**config.mk**
```make
export PLATFORM = sky130hd
export DESIGN_NAME = cim_sample_ctl
export DESIGN_NICKNAME = d
export VERILOG_FILES = /design/src/rtl/cim_sample_ctl.sv
export SDC_FILE = /design/constraint.sdc
export NUM_CORES = 1
export LEC_CHECK = 0
export CORE_AREA = 3 3 201 203
export CTS_CLUSTER_SIZE = 30
export DETAILED_ROUTE_END_ITERATION = 12
export DIE_AREA = 0 0 204 206
export PLACE_DENSITY = 0.76
export SLEW_MARGIN = 10
export SYNTH_ARGS = -nofsm -noshare
export SYNTH_HDL_FRONTEND = slang
export SYNTH_SLANG_ARGS = --single-unit
export TNS_END_PERCENT = 100
```
**constraint.sdc**
```tcl
create_clock -name clk -period 2.22 [get_ports clk]
set_input_delay 0.333 -clock clk [delete_from_list [all_inputs] [get_ports clk]]
set_output_delay 0.333 -clock clk [all_outputs]
set_load 0.05 [all_outputs]
```
**src/rtl/cim_sample_ctl.sv**
```systemverilog
// Sample-period timer and frame-capture controller for a cascaded-integrator bank.
// Optional overrun counter port ovr_count is built when CIM_CTL_OVR_COUNT_EN is defined.
module cim_sample_ctl #(
  parameter int dw    = 32,
  parameter int nchan = 12,
  parameter int pw    = 24
) (
  input  logic          clk,
  input  logic          reset,
  input  logic          enable,
  input  logic [pw-1:0] period,
  output logic          sample,
  input  logic [dw-1:0] sr_in,
  input  logic          sr_val,
  output logic          ready,
  input  logic          ack,
  input  logic [3:0]    rd_addr,
  output logic [dw-1:0] rd_data,
  output logic          overrun,
  input  logic          clr_ovr
`ifdef CIM_CTL_OVR_COUNT_EN
  ,
  output logic [7:0]    ovr_count
`endif
);

  localparam int aw = $clog2(nchan);
  localparam logic [pw-1:0] min_per   = pw'(2 * nchan - 1);
  localparam logic [aw-1:0] last_wptr = aw'(nchan - 1);
  localparam logic [3:0]    last_addr = 4'(nchan - 1);

  typedef enum logic [1:0] {IDLE, CAPT, HOLD} state_t;

  state_t        state, state_nx;
  logic [pw-1:0] cnt;
  logic [pw-1:0] eff;
  logic [aw-1:0] wptr, wptr_nx;
  logic          wr_en;
  logic          ovr_evt;
  logic [dw-1:0] mem [nchan];

  // Floor on the interval guarantees a full shift-out fits between snapshots.
  always_comb begin
    eff = (period > min_per) ? period : min_per;
  end

  always_ff @(posedge clk) begin
    if (reset) begin
      cnt    <= eff;
      sample <= 1'b0;
    end else if (!enable) begin
      cnt    <= eff;
      sample <= 1'b0;
    end else if (cnt == '0) begin
      cnt    <= eff;
      sample <= 1'b1;
    end else begin
      cnt    <= cnt - pw'(1);
      sample <= 1'b0;
    end
  end

  always_ff @(posedge clk) begin
    if (reset) begin
      state <= IDLE;
      wptr  <= '0;
    end else begin
      state <= state_nx;
      wptr  <= wptr_nx;
    end
  end

  // A frame is dropped only when a snapshot arrives while the buffer is still
  // held and the host has not released it in the same cycle.
  always_comb begin
    state_nx = state;
    wptr_nx  = wptr;
    wr_en    = 1'b0;
    ovr_evt  = 1'b0;
    case (state)
      IDLE: begin
        if (sample) begin
          state_nx = CAPT;
          wptr_nx  = '0;
        end
      end
      CAPT: begin
        if (sr_val) begin
          wr_en = 1'b1;
          if (wptr == last_wptr) begin
            state_nx = HOLD;
            wptr_nx  = '0;
          end else begin
            wptr_nx = wptr + aw'(1);
          end
        end
      end
      HOLD: begin
        if (ack) begin
          state_nx = sample ? CAPT : IDLE;
          wptr_nx  = '0;
        end else if (sample) begin
          ovr_evt = 1'b1;
        end
      end
      default: begin
        state_nx = IDLE;
        wptr_nx  = '0;
      end
    endcase
  end

  assign ready = (state == HOLD);

  always_ff @(posedge clk) begin
    if (wr_en) mem[wptr] <= sr_in;
  end

  always_ff @(posedge clk) begin
    if (reset)
      rd_data <= '0;
    else if (rd_addr <= last_addr)
      rd_data <= mem[rd_addr[aw-1:0]];
    else
      rd_data <= '0;
  end

  always_ff @(posedge clk) begin
    if (reset)
      overrun <= 1'b0;
    else if (ovr_evt)
      overrun <= 1'b1;
    else if (clr_ovr)
      overrun <= 1'b0;
  end

`ifdef CIM_CTL_OVR_COUNT_EN
  always_ff @(posedge clk) begin
    if (reset)
      ovr_count <= '0;
    else if (ovr_evt)
      ovr_count <= clr_ovr ? 8'd1 : ((ovr_count == '1) ? ovr_count : ovr_count + 8'd1);
    else if (clr_ovr)
      ovr_count <= '0;
  end
`endif

endmodule

```
==> results of run 1 <==
[cell type report]
class / count / area, um2 / share of cell area
clock inverter: 24 / 245.2 / 0.01158
antenna: 1 / 2.502 / 0.0001181
tap: 518 / 648.1 / 0.03059
timing repair buffer: 158 / 1819 / 0.08588
multi-input combinational: 493 / 4372 / 0.2064
inverter: 7 / 26.28 / 0.001240
clock buffer: 61 / 1259 / 0.05942
sequential: 448 / 12810 / 0.6048
[worst paths after layout]
check | slack [ns] | startpoint | end
max | 0.14 | rd_data[25]$_SDFF_PP0_ | rd_data[25]
min | 0.37 | period[11] | cnt[11]$_DFF_P_
max reg2reg | 0.18 | cnt[16]$_DFF_P_ | cnt[18]$_DFF_P_
min reg2reg | 0.52 | overrun$_SDFFE_PP0P_ | overrun$_SDFFE_PP0P_
[routing by layer]
metal | vias up | global-route usage
li1 | 4278 | -
met1 | 4779 | 0.2390
met2 | 350 | 0.2892
met3 | 63 | 0.03623
met4 | 2 | 0.04448
met5 | - | 0
[per-stage QoR]
stage	utilization	cell area (um2)	std cells
2_1_floorplan	-	17420	998
3_3_place_gp	0.5078	19630	1622
3_5_place_dp	0.5078	19630	1622
4_1_cts	0.5467	21130	1707
5_1_grt	0.5481	21180	1709
6_report	0.5481	21180	1710
[power groups by stage]
| stage | combinational, mW | clock (mW) | sequential, mW |
|---|---|---|---|
| 2_1_floorplan | 0.468 | 0 | 9.55 |
| 3_3_place_gp | 1.02 | 0 | 9.43 |
| 3_5_place_dp | 1.05 | 0 | 9.43 |
| 4_1_cts | 1.06 | 7.70 | 9.25 |
| 5_1_grt | 1.14 | 8.03 | 9.26 |
| 6_report | 1.06 | 7.56 | 9.26 |
[kinds of logic after synthesis]
group	Yosys count	share of synthesized area
flops	448	0.7356
fa+ha+maj	6	0.004310
mux	129	0.1201
compound gates	103	0.04361
simple gates	232	0.06932
buf+inv	57	0.01545
xor+xnor	23	0.01157
[flip-flops by register name, indices dropped and copies added, names as in the netlist]
register  flops
sample        1
state         2
overrun       1
cnt          24
rd_data      32
mem         384
wptr          4
[cell usage in the layout, fill, tap and decap left out, drive strengths merged, types with 6 or more instances in the layout]
cell type	n
a2111oi	32
and2	14
buf	60
clkbuf	62
clkdlybuf4s50	96
clkinv	17
dfxtp	64
edfxtp	384
ha	6
inv	7
mux2i	65
mux4	64
nand2	27
nor2	83
nor2b	38
nor3	8
nor4	42
o21ai	27
o21bai	32
xnor2	15
xor2	8
[timing repair]
action | 4_1_cts | 5_1_grt
resized for setup | 1 | 4
setup buffers | 0 | 1
setup endpoints to repair | 1 | 14
pin swaps | 0 | 1
hold endpoints to repair | 0 | 0
gates cloned | 0 | 1
==> results.json, run 1 <==
{
  "status": "finished, final reports clean",
  "powerDensity_mw_per_mm2": 843.9,
  "min_path_type": "in -> reg",
  "cts_tree": "done",
  "dr_wl_met3_um": 2717,
  "drive_gt1_frac": 0.1805,
  "detailed_place_hpwl_um": 21210,
  "synth-edff-count": 384,
  "fillCellCount": 2907,
  "num_io_pins": 101,
  "track_usage": 0.1746,
  "netlist_area_mm2": 0.01742,
  "rows": 72,
  "place_ws_ns": -0.2001,
  "synth_seq_area_share": 0.7356,
  "dieArea_mm2": 0.04202,
  "yosysUniqueCellTypes": 45,
  "numCtsBuffers": 46,
  "synth-warning-count": 0,
  "cpPeakStageDelay_ns": 0.82,
  "hold_buffers": 0,
  "synth.avg_cell_area_um2": 17.45,
  "gp_congestion": 0.7703,
  "start_kind": "flop",
  "rsz0062_at_grt": "no",
  "syn_inst": 998,
  "path_buf_inv": 1,
  "power_frac_seq": 0.518,
  "synth_top_area_frac": 0.6621,
  "critPathSlowestCell": "clkdlybuf4s50_1",
  "grt_overflow_total": 0,
  "slew_violations": 0,
  "leakagePower_nw": 7.076,
  "die_width_um": 204,
  "fin_setup_tns_ns": 0,
  "worstMarginPinSlew_ns": 0.9030,
  "dr.pass1.iters": 5,
  "synth_top_area_cell": "edfxtp_1",
  "clockBufferDepth": 3,
  "fp.dieH_um": 206,
  "clk_pin_slew_ns": 0.06,
  "switching_power_mw": 3.741,
  "p_sw_frac": 0.2093,
  "worstPathCellList": "clkdlybuf4s50_1",
  "cts.sinks": 448,
  "ys.flop_type": "edfxtp_1",
  "finalNetCount": 1226,
  "cp.depth": 1,
  "drc": 0,
  "io_buffers": 100,
  "htree_levels": 2,
  "setup_ws_ns": 0.1369,
  "maxCapViolCount": 0,
  "antenna_found_initial": 1,
  "syn_nets": 1070,
  "synthArstFlopShare": 0,
  "fin_crit_ns": 2.083,
  "cp_max_fo": 1,
  "wl_met1_um": 15260,
  "drtAntennaViolNets": 0,
  "drtIter0Drc": 711,
  "max_slew_margin": 0.3824,
  "grt_max_degree": 57,
  "top_layer": "met5",
  "comb_power_share": 0.059,
  "fin_worst_skew_ns": 0.02193,
  "grt_pass1_wl_um": 56350,
  "cp_data_required_time_ns": 1.89,
  "wl_met2_um": 18020,
  "hold_viol": 0,
  "fmax_ghz": 0.4801,
  "worst_setup_path_end_kind": "output port",
  "min_path_cells": 3,
  "synth_area_leaders": "edfxtp_1, mux4_2, dfxtp_1, mux2i_1, nor2_1",
  "holdWs_ns": 0.3741,
  "cts-root-buf": "clkbuf_16",
  "cp_data_arrival_time_ns": 1.75,
  "wl_per_cell_um": 21.47,
  "vias_per_cell": 5.539,
  "post-synth-top-count-cell": "edfxtp_1",
  "clk_latency_ns": 0.55,
  "vdd_drop_max_uv": 528.1,
  "finalCritPeriodShare": 0.9383,
  "r2r_cells": 6,
  "synth_seq_cells": 448,
  "p_clk_frac": 0.423,
  "setup_viol": 0,
  "worstSetupPathType": "reg -> out",
  "routed-via-count": 9472,
  "path_delay_family": "buffers and inverters",
  "core_mm2": 0.03865,
  "p_int_mw": 14.14,
  "fin_total_pwr_mw": 17.88,
  "syn_to_final_growth_pct": 21.63,
  "ys_top_cells_by_count": "edfxtp_1, nor2_1, mux2i_1, dfxtp_1, mux4_2",
  "totalWireLength_um": 36710,
  "grt_pass1_vias": 9870,
  "start_util": 0.4507
}
Note: power is estimated with default switching activity, not from simulation.
==> inputs of run 2 (changes only) <==
Settings changed: ABC_AREA from default to 1, CORE_AREA 3 3 201 203 to 3 3 234 178, DIE_AREA 0 0 204 206 to 0 0 237 181.
==> results.json, run 2 <==
{
  "status": "finished, final reports clean",
  "ff_latch_area_mm2": 0.01281,
  "regMostFlops": "mem",
  "cts-root-buf": "clkbuf_16",
  "max_slew_margin": 0.5445,
  "synth_seq_area_share": 0.7233,
  "io_buffers": 100,
  "layout_commonest_cell": "edfxtp_1",
  "synth-edff-count": 384,
  "syn_to_final_growth_pct": 19.46,
  "synth_seq_cells": 448,
  "drtAntennaViolNets": 0,
  "synth_top_area_cell": "edfxtp_1",
  "synthArstFlopShare": 0,
  "p_sw_frac": 0.2282,
  "powerDensity_mw_per_mm2": 831.7,
  "post-synth-top-count-cell": "edfxtp_1",
  "clk_pin_slew_ns": 0.06,
  "worstSetupPathType": "reg -> out",
  "ys.flop_type": "edfxtp_1",
  "grt_max_degree": 112,
  "rsz0062_at_grt": "no",
  "grt_pass1_wl_um": 66160,
  "p_clk_frac": 0.402,
  "cts.sinks": 448,
  "cp_data_required_time_ns": 1.89,
  "track_usage": 0.1954,
  "critPathSlowestCell": "clkdlybuf4s50_1",
  "worstMarginPinSlew_ns": 0.6812,
  "fp.dieH_um": 181,
  "hold_buffers": 0,
  "vias_per_cell": 5.502,
  "cts_setup_buffers": 0,
  "leakagePower_nw": 7.407,
  "wl_per_cell_um": 19.42,
  "fin_setup_tns_ns": 0,
  "cpPeakStageDelay_ns": 0.83,
  "htree_levels": 2,
  "cp_data_arrival_time_ns": 1.76,
  "path_buf_inv": 1,
  "rows": 63,
  "cp_max_fo": 1,
  "min_path_type": "in -> reg",
  "drtIter0Drc": 1127,
  "layout_common_cells": "edfxtp_1, nor2_1, nand2_1",
  "drc": 0,
  "setup_viol": 0,
  "core_mm2": 0.03949,
  "num_io_pins": 101,
  "min_path_cells": 5,
  "grt_pass1_vias": 11860,
  "path_delay_family": "buffers and inverters",
  "slew_violations": 0,
  "detailed_place_hpwl_um": 26800,
  "multi_input_area_mm2": 0.004337,
  "r2r_cells": 9,
  "antenna_found_initial": 0,
  "synth.avg_cell_area_um2": 11.68,
  "largest_reg_flops": 384,
  "dr.pass1.iters": 9,
  "maxCapViolCount": 0,
  "comb_power_share": 0.072,
  "clockBufferDepth": 3,
  "syn_inst": 1517,
  "routed-via-count": 12030,
  "syn_nets": 1589,
  "reg_top3": "mem x384, rd_data x32, cnt x24",
  "switching_power_mw": 4.016,
  "dieArea_mm2": 0.04290,
  "clk_latency_ns": 0.55,
  "grt_overflow_total": 0,
  "yosysUniqueCellTypes": 31,
  "worst_setup_path_end_kind": "output port",
  "synth_top_area_frac": 0.6509,
  "synth_area_leaders": "edfxtp_1, dfxtp_1, nor2_1, nand2_1, o21ai_0",
  "antenna_cells": 0,
  "die_width_um": 237,
  "drive_gt1_frac": 0.08398,
  "netlist_area_mm2": 0.01771,
  "hold_viol": 0,
  "p_int_mw": 13.58,
  "fmax_ghz": 0.4775,
  "finalNetCount": 1706,
  "ys_top_cells_by_count": "edfxtp_1, nor2_1, nand2_1, o21ai_0, nand3_1",
  "totalWireLength_um": 42470,
  "worstPathCellList": "clkdlybuf4s50_1",
  "synth-warning-count": 0,
  "cp.depth": 1,
  "gp_congestion": 0.8643,
  "finalCritPeriodShare": 0.9433,
  "fin_crit_ns": 2.094,
  "numCtsBuffers": 43,
  "start_kind": "flop",
  "fin_worst_skew_ns": 0.01185,
  "cts_tree": "done",
  "start_util": 0.4486,
  "holdWs_ns": 0.3019,
  "vdd_drop_max_uv": 507.8,
  "power_frac_seq": 0.526,
  "fillCellCount": 3174
}
==> run 2: changes by cell type in the layout (fill, tap and decap cells not counted), moves of 67 or more <==
cell,change
o21ai_0,+140
inv_1,+67
nand3_1,+80
nand2_1,+197
a21oi_1,+71
nor2_1,+148
==> run 2: layer usage <==
layer / up-vias / share of wire / global-route usage
met3: 82 / 0.077 / 0.03418
met1: 5827 / 0.42 / 0.2668
li1: 5593 / - / -
met5: - / 0 / 0
met4: 0 / 0.027 / 0.05995
met2: 530 / 0.48 / 0.3214
==> run 2: cell families (layout without fill, tap and decap cells) <==
kind of cell	after synthesis	count (layout)	synth area share
compound gates	325	325	0.09804
xor+xnor	12	12	0.005933
fa+ha+maj	6	6	0.004238
flops	448	448	0.7233
simple gates	566	566	0.1290
buf+inv	160	310	0.03955
==> run 2: repair_timing <==
action	in CTS	in global routing
endpoints found under the hold margin	0	0
endpoints found under the setup margin	1	0
resized for setup	1	0
==> run 2: tightest hold or removal path, cell delays in order <==
cell	delay [ns]
buf_2	0.17
nand2_1	0.09
nand2_1	0.04
nor2_1	0.08
nor2_1	0.08
==> run 2: final timing paths <==
check	slack, ns	startpoint	endpoint
min reg2reg	0.49	overrun$_SDFFE_PP0P_	overrun$_SDFFE_PP0P_
max	0.13	rd_data[3]$_SDFF_PP0_	rd_data[3]
min	0.30	rd_addr[2]	rd_data[24]$_SDFF_PP0_
max reg2reg	0.49	cnt[0]$_DFF_P_	cnt[20]$_DFF_P_
==> run 2: stage by stage <==
| step | util | power [mW] | setup slack (ns) | cells | area (um2) |
|---|---|---|---|---|---|
| 6_report | 0.5358 | 17.60 | 0.1258 | 2187 | 21160 |
| 5_1_grt | 0.5358 | 18.14 | 0.07869 | 2187 | 21160 |
| 2_1_floorplan | - | 10.14 | -0.4520 | 1517 | 17760 |
| 3_3_place_gp | 0.5019 | 10.67 | 0.08738 | 2109 | 19820 |
| 4_1_cts | 0.5358 | 17.69 | 0.09083 | 2187 | 21160 |
| 3_5_place_dp | 0.5019 | 10.70 | 0.09694 | 2109 | 19820 |
==> run 2: cell type report <==
type / count / area share
multi-input combinational: 909 / 0.2049
sequential: 448 / 0.6055
tap: 520 / 0.03075
inverter: 78 / 0.01395
clock buffer: 54 / 0.05481
clock inverter: 24 / 0.008632
timing repair buffer: 154 / 0.08148
==> run 2: power by group through the flow <==
stage | Combinational, mW | Sequential (mW) | Clock [mW]
floorplan | 0.564 | 9.58 | 0
global placement | 1.23 | 9.44 | 0
detailed placement | 1.26 | 9.44 | 0
CTS | 1.27 | 9.26 | 7.16
global route | 1.39 | 9.26 | 7.49
finish | 1.27 | 9.26 | 7.07
